<file path="src/rtl/noc_pkg.sv">
// Shared NoC definitions: default flit width, port indices and flit header field layout.
package noc_pkg;

    localparam int DEFAULT_DATA_WIDTH = 32;

    // Port indices shared by the output arbiters and the input FIFOs.
    typedef enum logic [2:0] {
        PORT_N = 3'd0,
        PORT_E = 3'd1,
        PORT_W = 3'd2,
        PORT_S = 3'd3,
        PORT_L = 3'd4
    } port_e;

    localparam int NUM_PORTS = 5;

    // Flit type lives in the top FLIT_TYPE_WIDTH bits of every flit.
    localparam int FLIT_TYPE_WIDTH = 3;

    function automatic logic [FLIT_TYPE_WIDTH-1:0] flit_type(
        input logic [DEFAULT_DATA_WIDTH-1:0] flit
    );
        return flit[DEFAULT_DATA_WIDTH-1 -: FLIT_TYPE_WIDTH];
    endfunction

endpackage

</file>
<file path="src/rtl/noc_fifo_mem.sv">
// Flit storage for the input FIFO: register array, one write port, combinational read port.
module noc_fifo_mem #(
    parameter int DATA_WIDTH = noc_pkg::DEFAULT_DATA_WIDTH,
    parameter int DEPTH      = 4,
    parameter int ADDR_W     = $clog2(DEPTH)
) (
    input  logic                  clk,
    input  logic                  rst,
    input  logic                  wr_en,
    input  logic [ADDR_W-1:0]     wr_addr,
    input  logic [DATA_WIDTH-1:0] wr_data,
    input  logic [ADDR_W-1:0]     rd_addr,
    output logic [DATA_WIDTH-1:0] rd_data
);

    logic [DATA_WIDTH-1:0] mem_reg [DEPTH];
    logic [DEPTH-1:0]      entry_we;

    generate
        for (genvar gi = 0; gi < DEPTH; gi++) begin : g_we
            assign entry_we[gi] = wr_en && (wr_addr == ADDR_W'(gi));
        end
    endgenerate

    // Cleared on reset so the head flit reads as zero until the first write.
    always_ff @(posedge clk or negedge rst) begin
        if (!rst) begin
            for (int i = 0; i < DEPTH; i++) begin
                mem_reg[i] <= '0;
            end
        end else begin
            for (int i = 0; i < DEPTH; i++) begin
                if (entry_we[i]) begin
                    mem_reg[i] <= wr_data;
                end
            end
        end
    end

    assign rd_data = mem_reg[rd_addr];

endmodule

</file>
<file path="src/rtl/noc_input_fifo.sv">
// Router input port: RTS/CTS receive handshake feeding a first-word-fall-through flit FIFO.
module noc_input_fifo #(
    parameter int DATA_WIDTH = noc_pkg::DEFAULT_DATA_WIDTH,
    parameter int DEPTH      = 4
) (
    input  logic                  clk,
    input  logic                  rst,
    input  logic [DATA_WIDTH-1:0] RX,
    input  logic                  DRTS,
    output logic                  CTS,
    input  logic                  read_en_N,
    input  logic                  read_en_E,
    input  logic                  read_en_W,
    input  logic                  read_en_S,
    input  logic                  read_en_L,
    output logic [DATA_WIDTH-1:0] Data_out,
    output logic                  empty,
    output logic                  full
);
    import noc_pkg::*;

    localparam int PTR_W = $clog2(DEPTH);
    localparam int CNT_W = PTR_W + 1;
    localparam logic [CNT_W-1:0] DEPTH_CNT = CNT_W'(DEPTH);

    logic                 cts_reg;
    logic                 empty_reg;
    logic                 full_reg;
    logic [PTR_W-1:0]     wr_ptr_reg;
    logic [PTR_W-1:0]     rd_ptr_reg;
    logic [CNT_W-1:0]     count_reg;
    logic [CNT_W-1:0]     count_next;
    logic [NUM_PORTS-1:0] rd_req;
    logic                 cts_in;
    logic                 read_en;

    always_comb begin
        rd_req         = '0;
        rd_req[PORT_N] = read_en_N;
        rd_req[PORT_E] = read_en_E;
        rd_req[PORT_W] = read_en_W;
        rd_req[PORT_S] = read_en_S;
        rd_req[PORT_L] = read_en_L;
    end

    // Gating on cts_reg keeps CTS to one cycle per flit even if DRTS lingers high.
    assign cts_in  = DRTS && !cts_reg && !full_reg;
    assign read_en = (|rd_req) && !empty_reg;

    always_comb begin
        count_next = count_reg;
        if (cts_in && !read_en) begin
            count_next = count_reg + CNT_W'(1);
        end else if (read_en && !cts_in) begin
            count_next = count_reg - CNT_W'(1);
        end
    end

    always_ff @(posedge clk or negedge rst) begin
        if (!rst) begin
            cts_reg    <= 1'b0;
            wr_ptr_reg <= '0;
            rd_ptr_reg <= '0;
            count_reg  <= '0;
            empty_reg  <= 1'b1;
            full_reg   <= 1'b0;
        end else begin
            cts_reg   <= cts_in;
            count_reg <= count_next;
            empty_reg <= (count_next == '0);
            full_reg  <= (count_next == DEPTH_CNT);
            if (cts_in) begin
                wr_ptr_reg <= wr_ptr_reg + PTR_W'(1);
            end
            if (read_en) begin
                rd_ptr_reg <= rd_ptr_reg + PTR_W'(1);
            end
        end
    end

    noc_fifo_mem #(
        .DATA_WIDTH (DATA_WIDTH),
        .DEPTH      (DEPTH),
        .ADDR_W     (PTR_W)
    ) u_mem (
        .clk     (clk),
        .rst     (rst),
        .wr_en   (cts_in),
        .wr_addr (wr_ptr_reg),
        .wr_data (RX),
        .rd_addr (rd_ptr_reg),
        .rd_data (Data_out)
    );

    assign CTS   = cts_reg;
    assign empty = empty_reg;
    assign full  = full_reg;

endmodule

</file>
<file path="config.mk">
export PLATFORM = sky130hd
export DESIGN_NAME = noc_input_fifo
export DESIGN_NICKNAME = d
export VERILOG_FILES = /design/src/rtl/noc_pkg.sv /design/src/rtl/noc_fifo_mem.sv /design/src/rtl/noc_input_fifo.sv
export SDC_FILE = /design/constraint.sdc
export NUM_CORES = 1
export LEC_CHECK = 0
export CORE_UTILIZATION = 46
export CTS_CLUSTER_DIAMETER = 40
export DETAILED_ROUTE_END_ITERATION = 8
export PLACE_DENSITY = 0.73
export SLEW_MARGIN = 5
export SYNTH_ARGS = -nofsm -noshare
export SYNTH_HDL_FRONTEND = slang
export SYNTH_SLANG_ARGS = --single-unit
</file>
<file path="constraint.sdc">
create_clock -name clk -period 2.3 [get_ports clk]
set_input_delay 0.46 -clock clk [delete_from_list [all_inputs] [get_ports clk]]
set_output_delay 0.46 -clock clk [all_outputs]
set_load 0.01 [all_outputs]
</file>
==> metrics.md <==
| Metric | Value |
|---|---|
| Outcome | complete, no violations |
| Final hold violation count | 0 |
| Slew Viols, Final | 0 |
| Post-Syn Area per Cell | 16.8 um2 |
| Max-cap violations | 0 |
| Die Ht | 118 um |
| Starting Density | 0.480 |
| DR iter-0 viols | 135 |
| CP peak stage delay | 0.49 ns |
| Finished Core Util | 0.600 |
| Final #Nets | 504 |
| # setup viols final | 0 |
| Most used routing layer | met2 |
| DRC violations left | 0 |
| Gpl congestion | 0.750 |
| Clock sink count | 138 |
| GRT Util Overall | 0.191 |
| Antenna Cells | 0 |
| Sw frac | 0.295 |
| Crit Path Class | reg -> out |
| Detailed Route WL | 11900 um |
| Critical R2R Capture | full |
| Most common cell after layout, fill and taps aside | dfrtp_1 |
| Arrival @ worst endpoint | 1.80 ns |
| Vias post-DR | 3463 |
| Post-route cell area | 7730 um2 |
| Antenna-violating nets left | 0 |
| Initial antenna violation count | 0 |
| Area Overhead vs Synth | 24.9% |
| Crit. End Element | output port |
| Clk network pwr share | 0.216 |
| Hold WC Path Type | in -> async |
| Skew-Pair Late Insertion Delay | 0.41 ns |
| Port Buffer Count | 74 |
| Compound-Gate Fraction of Synth Area | 0.0150 |
| Sequential share of the synthesized area | 0.559 |
| Hold_ws | 0.00253 ns |
| Final worst path period share | 0.984 |
| Die Wd | 118 um |
| Design Power | 11.7 mW |
| Syn Nets | 413 |
| Met3 GRT Util | 0.0514 |
| Yosys top cell by area | dfrtp_1 |
| Synth Register Bits | 138 |
| CTS H-tree lvls | 4 |
| Routed length per placed instance | 18.6 um |
| Length of the first detailed-routing pass in iterations | 4 |
| Post-Route Skew | 0.00576 ns |
| Share of layout cells above drive strength 1 | 0.509 |
| Top delay family on crit path | buffers and inverters |
| Max Fclk | 442 MHz |
| Pleak | 3.26 nW |
| Pwr Density | 1520 nW/um2 |
| Startpoint Class | flip-flop |
| CP required | 1.84 ns |
| Fraction of synthesized cell area in xor and xnor cells | 0.00567 |
| Crit Reg-Reg Startpoint | CTS |
| Switching power | 3.46 mW |
| Largest net degree at the start of global routing | 66 |
| Syn Std Cell Area | 6180 um2 |
| Worst slew pin tran | 0.498 ns |
| Minimum clock period | 2.26 ns |
| First-pass GRT wire length | 20200 um |
| Cells after Synth | 367 |
| Critical-path maximum fanout | 5 |
| Adder-Cell Fraction of Synth Area | 0.0121 |
| CTS Buf Count | 17 |
| Comb pwr share | 0.416 |
| Clk pin slew, worst setup/hold paths | 0.05 ns |
| Overflow after GRT | 0 |
| Fillers | 971 |
| Post-Layout Cell Count | 640 |
| Largest register FFs | 128 |
| R2R depth | 5 |
| R2R Setup Slk | 0.60 ns |
| TritonCTS clock tree | built |
| Internal power | 8.26 mW |
| Mux contribution to synthesized area | 0.350 |
| Vias in the first global route | 3901 |
| RSZ-0062 raised after global routing | yes |
| Commonest cells after routing, fill and taps aside | 135 x dfrtp_1, 114 x mux2_2, 41 x clkdlybuf4s50_1 |
| GR met1 Demand/Resource | 0.231 |
| Cell variety after synth | 32 |
| Root Buffer Master | clkbuf_16 |
| Clk buf depth | 2 |
| Die ar. | 13900 um2 |
| Site Rows | 41 |
| Inst Count DP | 604 |
| Simple-gate portion of the synthesized area | 0.0235 |
| DPL Wire Length | 7520 um |
| Dpl cell area | 7210 um2 |
| Slew headroom | 0.668 |
| Routing usage on met2 | 0.329 |
| Core Area | 12900 um2 |
| Share of the synthesized area in the top cell type | 0.554 |
| Slowest CP cell | mux4_2 |
| Vias/cell | 5.41 |
| Area contributors post-synth | dfrtp_1 55%, mux2_2 21%, mux4_2 12% |
| Synth warn | 0 |
| Top Ports | 75 |
| Combinational family with the most area after synthesis | multiplexers |
| Worst Path Buf+Inv | 4 |
| Most Frequent Cell on Critical Path | buf_6 |
| VDD IR-drop max | 0.000607 V |
| Sequence of cells on the critical path | buf_6 > buf_12 > buf_6 > mux4_2 > buf_6 |
| Seq pwr share | 0.368 |
[worst max path at each step]
stage	startpoint	depth (start not counted)	slack, ns	endpoint
floorplan	rd_ptr_reg[0]	3	0.48	Data_out[0]
global placement	read_en_N	5	0.13	empty
detailed placement	read_en_N	5	0.07	empty
CTS	rd_ptr_reg[0]	4	-0.04	Data_out[19]
global route	rd_ptr_reg[0]	5	-0.02	Data_out[7]
finish	rd_ptr_reg[0]	5	0.04	Data_out[7]
[cells by family (layout without fill, tap and decap cells)]
kind of cell,after synthesis,after routing
compound gates,10,10
xor+xnor,4,4
fa+ha+maj,6,6
buf+inv,29,130
flops,138,138
mux,160,160
simple gates,20,20
[per-stage QoR]
step | setup slack [ns] | TNS (ns)
final | 0.0365 | 0
after CTS | -0.0435 | -0.0713
after floorplan | 0.484 | 0
after global routing | -0.0232 | -0.0232
after global placement | 0.127 | 0
after detailed placement | 0.0718 | 0
[layout make-up]
class	count	area (um2)	area share
Sequential cell	138	3460	0.447
Tap cell	172	215	0.0279
Clock buffer	27	513	0.0664
Multi-Input combinational cell	200	2510	0.325
Timing Repair Buffer	96	977	0.126
Inverter	5	18.8	0.00243
Clock inverter	2	35.0	0.00453
[routing by layer]
layer  vias up  share of wire
li1       1542              -
met1      1843           0.43
met2        65           0.52
met3        13          0.033
met4         0          0.013
met5         -              0
[power by group through the flow]
stage	Sequential, mW	Combinational [mW]	Clock [mW]
detailed placement	4.34	5.23	0
floorplan	4.11	3.35	0
CTS	4.31	5.10	2.58
global placement	4.25	5.11	0
global route	4.49	5.26	2.69
finish	4.31	4.88	2.53
[synthesized netlist by cell type (all sizes together)]
cell / number
nor4b: 1
mux4: 32
a22oi: 1
ha: 6
or4: 1
inv: 5
xnor2: 3
o32a: 1
xor2: 1
a32o: 2
o21ai: 1
nor2b: 1
a2bb2oi: 1
a221oi: 1
mux2: 128
a21oi: 1
nand2: 2
nor2: 6
and2: 6
nand2b: 1
a211oi: 2
clkbuf: 4
buf: 20
dfstp: 1
nor3b: 1
nor4: 1
dfrtp: 137
[timing repair]
item,CTS,global route
hold buffers,0,0
cloned,1,1
buffers inserted,5,0
endpoints found under the hold margin,0,0
resized for setup,100,21
endpoints found under the setup margin,32,20
(Power assumes the default switching activity.)
==> edit: new RTL, same settings <==
Change the package constant `DEFAULT_DATA_WIDTH` from 32 to 16.
--- a/src/rtl/noc_pkg.sv
+++ b/src/rtl/noc_pkg.sv
@@ -1,7 +1,7 @@
 // Shared NoC definitions: default flit width, port indices and flit header field layout.
 package noc_pkg;
 
-    localparam int DEFAULT_DATA_WIDTH = 32;
+    localparam int DEFAULT_DATA_WIDTH = 16;
 
     // Port indices shared by the output arbiters and the input FIFOs.
     typedef enum logic [2:0] {
Ports: changed (resized Data_out and RX); port bits go from 75 to 43. No check against the original RTL was run, so the function may have changed too.
==> edit against the original RTL <==
- sequential share of layout area shrank 0.079 points
- sequential cell count shrank 64
- clock power is 66% lower
- critical path depth is 3 lower
- setup slack better by 49 ps
- cell area shrank 46%
- routed wire length decreased by 49%
- power fell by 50%
- count of clock-buffer cells in the layout down 13
- global-route usage decreased by 1.3 points
- synthesized area shrank 45%
- highest routed layer unchanged
==> edit: results <==
set metrics [dict create \
    wl_met1_mm 2.816 \
    synthTopCellsByArea "dfrtp_1 54%, mux2_2 21%, mux4_2 11%, ha_1 2.2%, buf_6 1.3%" \
    place_congestion 0.8235 \
    synth_cell_types 31 \
    pg_seq_mw 2.32 \
    grt_usage 0.1788 \
    synthTopCellsByCount "73 x dfrtp_1, 64 x mux2_2, 16 x mux4_2" \
    finalNetCount 295 \
    dp_cells 348 \
    pre_cts_ws_ps 63.82 \
    p_leak_nw 1.746 \
    wire_per_inst_um 16.46 \
    drive_gt1_frac 0.4407 \
    gr-usage-met1 0.2389 \
    peakVddDrop_mv 0.6238 \
    cp_top_family "multiplexers" \
    synth_compound_area_frac 0.02728 \
    endpoint "Data_out[0]" \
    dpl_cell_area_sq_um 3981 \
    status "finished clean" \
    r2r_cells 4 \
    worst_pin_slew_ps 488.1 \
    synthAdderAreaFrac 0.02212 \
    wl_met2_mm 2.882 \
    largest_reg_flops 64 \
    drt_iter0_drc 67 \
    wl_met3_um 220 \
    use_met2 0.2840 \
    viasPerCell 5.254 \
]
-- edit: changes by cell type in the layout (fill, tap and decap cells not counted), sizes merged --
cell           before  now
clkdlybuf4s50      41   26
mux2              128   64
clkinvlp            0    1
clkbuf             38   14
mux4               32   16
dlygate4sd2         1   15
dfrtp             137   73
bufinv              1    0
buf                43   14
-- edit: cell families (layout without fill, tap and decap cells) --
kind of cell	Yosys count	after routing
buf+inv	17	76
simple gates	20	20
compound gates	10	10
mux	80	80
flops	74	74
fa+ha+maj	6	6
xor+xnor	4	4
-- edit: what timing repair did --
item,in CTS,in global routing
buffers inserted,0,2
hold buffers,0,0
setup endpoints to repair,16,1
resized for setup,18,0
-- edit: layout make-up --
class	count	area [sq um]
inverters	5	18.77
fillers	541	2793
clock inverters	2	12.51
well taps	96	120.1
repair buffers	55	564.3
multi-input cells	120	1429
flip-flops and latches	74	1854
clock buffers	14	152.6
